## config.mk

```make
export PLATFORM = sky130hd
export DESIGN_NAME = elastic_stage
export DESIGN_NICKNAME = d
export VERILOG_FILES = /design/src/rtl/elastic_stage.sv
export SDC_FILE = /design/constraint.sdc
export NUM_CORES = 1
export LEC_CHECK = 0
export BUFFER_PORTS_ARGS = -buffer_cell sky130_fd_sc_hd__clkbuf_2
export CAP_MARGIN = 20
export CORE_MARGIN = 5
export CORE_UTILIZATION = 50
export DETAILED_ROUTE_END_ITERATION = 7
export PLACE_DENSITY = 0.81
export SETUP_SLACK_MARGIN = 0.02
export SYNTH_ARGS = -nofsm -noshare
export SYNTH_HDL_FRONTEND = slang
export SYNTH_SLANG_ARGS = --single-unit
```

## constraint.sdc

```tcl
create_clock -name clk -period 4.9 [get_ports clk]
set_input_delay 0.98 -clock clk [delete_from_list [all_inputs] [get_ports clk]]
set_output_delay 0.98 -clock clk [all_outputs]
set_load 0.02 [all_outputs]
```

## src/rtl/elastic_stage.sv

```systemverilog
// -----------------------------------------------------------------------------
// elastic_stage
//   Valid/ready pipeline stage register holding up to DEPTH payload words in
//   arrival order. Output is first-word fall-through: the head entry is visible
//   on out_data in the cycle after it is pushed into an empty stage. A
//   synchronous flush discards every held entry. A saturating counter records
//   cycles in which the head is offered but not taken.
//
// Parameters
//   WIDTH    payload width in bits (>= 1)
//   DEPTH    entries held (>= 1), any value, not limited to powers of two
//   STALL_W  width of the saturating stall counter (>= 1)
//
// Ports
//   clk           rising-edge clock
//   rst_n         asynchronous active-low reset
//   flush         synchronous kill of all held entries
//   in_valid      upstream offers in_data
//   in_ready      stage can accept this cycle (depends on occupancy only)
//   in_data       upstream payload
//   out_valid     head entry presented on out_data
//   out_ready     downstream takes the head this cycle
//   out_data      head payload, forced to zero while out_valid is low
//   count         entries currently held
//   stall_cycles  saturating count of cycles with out_valid && !out_ready
// -----------------------------------------------------------------------------
module elastic_stage #(
    parameter int WIDTH   = 16,
    parameter int DEPTH   = 2,
    parameter int STALL_W = 16
) (
    input  logic                       clk,
    input  logic                       rst_n,
    input  logic                       flush,
    input  logic                       in_valid,
    output logic                       in_ready,
    input  logic [WIDTH-1:0]           in_data,
    output logic                       out_valid,
    input  logic                       out_ready,
    output logic [WIDTH-1:0]           out_data,
    output logic [$clog2(DEPTH+1)-1:0] count,
    output logic [STALL_W-1:0]         stall_cycles
);

    localparam int CNT_W = $clog2(DEPTH + 1);
    localparam int PTR_W = (DEPTH > 1) ? $clog2(DEPTH) : 1;

    localparam logic [PTR_W-1:0]   LAST_PTR  = PTR_W'(DEPTH - 1);
    localparam logic [CNT_W-1:0]   FULL_CNT  = CNT_W'(DEPTH);
    localparam logic [STALL_W-1:0] STALL_MAX = '1;

    logic [WIDTH-1:0]   mem_q [DEPTH];
    logic [PTR_W-1:0]   rd_ptr_q, rd_ptr_d;
    logic [PTR_W-1:0]   wr_ptr_q, wr_ptr_d;
    logic [CNT_W-1:0]   count_q,  count_d;
    logic [STALL_W-1:0] stall_q,  stall_d;
    logic               push, pop;

    // Explicit wrap so non-power-of-two depths cycle through exactly DEPTH slots.
    function automatic logic [PTR_W-1:0] ptr_inc(input logic [PTR_W-1:0] p);
        return (p == LAST_PTR) ? '0 : p + PTR_W'(1);
    endfunction

    // in_ready looks only at occupancy, so a full stage refuses input even in a
    // cycle where the head is being popped; this keeps out_ready off the
    // upstream timing path.
    assign in_ready     = (count_q < FULL_CNT);
    assign out_valid    = (count_q != '0);
    assign push         = in_valid && in_ready;
    assign pop          = out_valid && out_ready;
    assign out_data     = out_valid ? mem_q[rd_ptr_q] : '0;
    assign count        = count_q;
    assign stall_cycles = stall_q;

    always_comb begin
        // NOTE: every signal gets a default before any branch, otherwise a path
        // that skips an assignment infers a latch.
        rd_ptr_d = rd_ptr_q;
        wr_ptr_d = wr_ptr_q;
        count_d  = count_q;
        stall_d  = stall_q;

        // Stall accounting is independent of flush; only reset clears it.
        if (out_valid && !out_ready && (stall_q != STALL_MAX)) begin
            stall_d = stall_q + STALL_W'(1);
        end

        if (flush) begin
            rd_ptr_d = '0;
            wr_ptr_d = '0;
            count_d  = '0;
        end else begin
            if (push) wr_ptr_d = ptr_inc(wr_ptr_q);
            if (pop)  rd_ptr_d = ptr_inc(rd_ptr_q);
            unique case ({push, pop})
                2'b10:   count_d = count_q + CNT_W'(1);
                2'b01:   count_d = count_q - CNT_W'(1);
                default: count_d = count_q;
            endcase
        end
    end

    // NOTE: state flops use non-blocking assignments so every flop samples the
    // pre-edge values, independent of statement order across processes.
    always_ff @(posedge clk or negedge rst_n) begin
        if (!rst_n) begin
            rd_ptr_q <= '0;
            wr_ptr_q <= '0;
            count_q  <= '0;
            stall_q  <= '0;
        end else begin
            rd_ptr_q <= rd_ptr_d;
            wr_ptr_q <= wr_ptr_d;
            count_q  <= count_d;
            stall_q  <= stall_d;
        end
    end

    // NOTE: the payload array has no reset; stale contents are never visible
    // because out_data is masked by out_valid, and omitting the reset lets the
    // array map onto plain registers or RAM.
    always_ff @(posedge clk) begin
        if (push && !flush) begin
            mem_q[wr_ptr_q] <= in_data;
        end
    end

endmodule

```

Word-level counts from Yosys, hierarchy flattened
Memory sizes are Yosys's and may differ from the RTL's.
Index checks and enable logic that the tools add are counted.
Cells by class
  add/subtract/negate cells: 5
  multipliers: 0
  divide/modulo/power cells: 0
  magnitude comparators: 1
  equality and inequality tests: 3
  shift operators: 0
  multiplexer cells: 11
  bitwise logic cells: 0
  reductions and logical operators: 11
Operators by type and width (number)
  $add 16x1->16 const B: 1
  $mux 16: 1
  $ne 16x16->1 const B: 1
  $mux 1: 8
  $reduce_bool 2->1: 3
  $logic_and 1x1->1: 5
  $pmux 2 s2: 1
  $reduce_bool 3->1: 1
  $add 1x1->1 const B: 2
  $add 2x1->2 const B: 1
  $eq 2x1->1 const B: 1
  $eq 2x2->1 const B: 1
  $logic_not 1->1: 2
  $lt 2x2->1 const B: 1
  $mux 2: 1
  $sub 2x1->2 const B: 1
Storage, ports and cells
  bits in registers: 20
  bits in latches: 0
  memory bits (writable): 32
  bits in read-only memories: 0
  bits of input ports: 21
  output and inout port bits: 36
  word-level logic and storage cells: 36
  memories: 1
Memory list
  mem_q: depth 2, bits a word 16, rd ports 1, clocked after Yosys merged registers in 0, wr ports 1, RTL line 52  | logic [WIDTH-1:0] mem_q [DEPTH];

Longest topological paths before layout
  depth after elaboration: 5
  gate-level depth with buffers: 6
  depth with buffers taken out: 5

Worst setup path after synthesis
No wires, ideal clock.
  path type: input -> register
  start point: in in_valid
  end point: mem mem_q[1][0] (enable)
  library setup time: 0.413 ns
  arrival time: 2.391 ns
  required time: 4.487 ns
  setup slack: 2.096 ns
  cell stages on the path: 2
  buffers on the path: 0
  cell sequence: nand2_1 > nor3b_1
On the way
  cells in the longest elaborated chain, start to end: 4
Ends and longest elaborated chain
  from (decl): RTL line 35  | input logic in_valid,
  $logic_and 1x1->1: RTL line 69  | assign push = in_valid && in_ready;
  $logic_and 1x1->1: RTL line 123  | if (push && !flush) begin
  $mux 1: RTL line 123
  $mux 1 (implied by the code): RTL line 124  | mem_q[wr_ptr_q] <= in_data;
  to (decl): RTL line 52
Every way passes these cells.

Final worst setup path
  start point: reg rd_ptr_q
  end point: out out_data[10]
On the way
  cells in the longest elaborated chain, start to end: 2
Ends and longest elaborated chain
  from (decl): RTL line 53  | logic [PTR_W-1:0] rd_ptr_q, rd_ptr_d;
  from (signal assigned): RTL line 112  | rd_ptr_q <= rd_ptr_d;
  $mem_v2 2x16
  $mux 16: RTL line 71  | assign out_data = out_valid ? mem_q[rd_ptr_q] : '0;
  to (decl): RTL line 40  | output logic [WIDTH-1:0] out_data,
Every way passes these cells.

==> results.sh <==
export IMPL_crit_slowest_cell="dfrtp_1"
export IMPL_synth_top_area_cell="edfxtp_1"
export IMPL_synth_seq_cells=52
export IMPL_fin_crit_ns=2.73
export IMPL_final_hold_viol_count=0
export IMPL_die_y_um=76.5
export IMPL_via_count=1431
export IMPL_p_leak_nw=1.16
export IMPL_drtIter0Drc=82
export IMPL_syn_num_nets=181
export IMPL_required_ns=3.92
export IMPL_fin_setup_tns_ns=0
export IMPL_antenna_found_initial=0
export IMPL_die_area_mm2=0.00586
export IMPL_io_buffers=56
export IMPL_finalSetupViolations=0
export IMPL_grt_pass1_wl_mm=6.72
export IMPL_final_common_cell="clkbuf_2"
export IMPL_dr_pass1_iters=4
export IMPL_cts_hold_buffers=0
export IMPL_ys_flop_type="edfxtp_1"
export IMPL_hold_path_class="reg -> reg"
export IMPL_netlist_area_mm2=0.00221
export IMPL_path_max_fanout=17
export IMPL_fmax_ghz=0.366
export IMPL_cp_arrival_ns=1.75
export IMPL_synthCells=159
export IMPL_skew_ns=0.00586
export IMPL_whs_ns=0.515
export IMPL_dpl_cell_area_mm2=0.00255
export IMPL_tritoncts="built"
export IMPL_max_stage_delay_ns=0.94
export IMPL_ios=57
export IMPL_ys_warn_count=0
export IMPL_clk_path_buf_depth=2
export IMPL_clkLatencyLatePin_ns=0.29
export IMPL_overflow=0
export IMPL_startpoint_type="flop"
export IMPL_critPathKind="reg -> out"
export IMPL_wl_mm=4.06
export IMPL_clk_pin_slew_ns=0.09
export IMPL_cts_sinks=52
export IMPL_finalPower_mw=0.938
export IMPL_yosysSeqAreaShare=0.660
export IMPL_wl_per_cell_um=14.9
export IMPL_r2r_slack_ns=2.86
export IMPL_outcome="complete, no violations"
export IMPL_diodes=0
export IMPL_dp_hpwl_mm=2.96
export IMPL_final_cell_area_mm2=0.00264
export IMPL_die_w_um=76.5
export IMPL_cts_max_level=2
export IMPL_synth_area_leaders="edfxtp_1, dfrtp_1, mux2i_1"
export IMPL_final_util=0.611
export IMPL_grt_max_degree=21
export IMPL_root_buffer="clkbuf_8"
export IMPL_syn_area_per_cell_um2=13.9
export IMPL_finalNetCount=242
export IMPL_core_area_mm2=0.00432
export IMPL_cts_made_buffers=5
export IMPL_start_util=0.512
export IMPL_grt_setup_unrepaired="false"
export IMPL_relSlewSlack=0.395
export IMPL_synth_top_area_frac=0.434
export IMPL_ant_nets=0
export IMPL_end_kind="output port"
export IMPL_drc=0
export IMPL_tightest_slew_ns=0.908
export IMPL_fin_crit_sh=0.557
export IMPL_drt_vias_per_instance=5.24
export IMPL_cts_resized=0
export IMPL_cts_setup_buffers=0
export IMPL_synthArstFlopShare=0.385
export IMPL_grt_util_all_layers=0.140
export IMPL_vdd_ir_drop_max_uv=259
export IMPL_drive_gt1_frac=0.321
export IMPL_synth_edf_count=32
export IMPL_layout_common_cells="clkbuf_2, edfxtp_1, nor2_1"
export IMPL_place_congestion=0.797
export IMPL_row_count=24
export IMPL_cap_violations=0
export IMPL_crit_chain="mux2i_1, nor2_1, clkbuf_2"
export IMPL_grt_pass1_vias=1486
export IMPL_synth_cell_type_count=33
export IMPL_areaGrowthSynthToFinish_pct=19.3
export IMPL_slew_viol_final=0
export IMPL_power_density_cell_area_mw_per_mm2=355
==> power by group <==
| group | total (mW) | switching (mW) | internal [mW] |
|---|---|---|---|
| Combinational | 0.166 | 0.102 | 0.0641 |
| Sequential | 0.540 | 0.0386 | 0.502 |
| Clock | 0.232 | 0.132 | 0.100 |
| Total | 0.938 | 0.272 | 0.666 |
==> worst max-delay path, delay by kind of cell (launching register included) <==
kind | cells | cell delay, ns
flops | 1 | 0.94
buf+inv | 1 | 0.19
mux | 1 | 0.17
simple gates | 1 | 0.15
==> sequential cells by signal, summed over array words and instances, names as in the netlist <==
signal        count
rd_ptr_q          1
count             2
wr_ptr_q          1
stall_cycles     16
mem_q            32
==> area by class of cell <==
type / instances / area [um2]
clock inverters: 2 / 12.5
inverters: 2 / 7.51
multi-input cells: 100 / 718
flip-flops and latches: 52 / 1460
fillers: 357 / 1680
well taps: 52 / 65.1
clock buffers: 6 / 72.6
repair buffers: 59 / 303
==> cells in the mapped netlist (2+ instances only) <==
| cell type | number |
|---|---|
| o21ai_0 | 2 |
| buf_6 | 2 |
| nor3_1 | 5 |
| xor2_1 | 14 |
| mux2i_1 | 17 |
| inv_1 | 2 |
| dfrtp_1 | 20 |
| edfxtp_1 | 32 |
| nand4_1 | 5 |
| nand2_1 | 5 |
| nand2b_1 | 3 |
| nor3b_1 | 2 |
| xnor2_1 | 3 |
| nand3_1 | 2 |
| nor2_1 | 22 |
| nor4_1 | 3 |
| buf_2 | 2 |
| a21oi_1 | 2 |
| nor2b_1 | 2 |
==> stage by stage <==
| step | setup WS [ns] | cells |
|---|---|---|
| final | 2.17 | 273 |
| after global routing | 2.01 | 273 |
| after CTS | 1.87 | 272 |
| after detailed placement | 2.20 | 264 |
| after global placement | 2.27 | 264 |
| after floorplan | 2.10 | 159 |
==> path summary, 6_finish.rpt <==
kind	start	cells past startpoint	endpoint
max reg2reg	stall_cycles[0]	5	stall_cycles[1]
max	rd_ptr_q	3	out_data[10]
min reg2reg	stall_cycles[15]	1	stall_cycles[15]
min	stall_cycles[15]	1	stall_cycles[15]
min in group asynchronous	rst_n	1	stall_cycles[7]
max in group asynchronous	rst_n	1	stall_cycles[15]
==> kinds of logic after synthesis <==
family | synth area share
XOR/XNOR | 0.0673
multiplexers | 0.0820
flip-flops | 0.660
AO/OA/AOI/OAI | 0.0158
buffers and inverters | 0.0198
AND/OR/NAND/NOR | 0.149
adder cells (fa/ha/maj) | 0.00565
==> metal layers <==
metal / global-route usage / wire length [um]
met1: 0.165 / 1730
met2: 0.237 / 1990
met3: 0.0378 / 247
met4: 0.0629 / 83
met5: 0 / 0
Note: power is estimated with default switching activity, not from simulation.
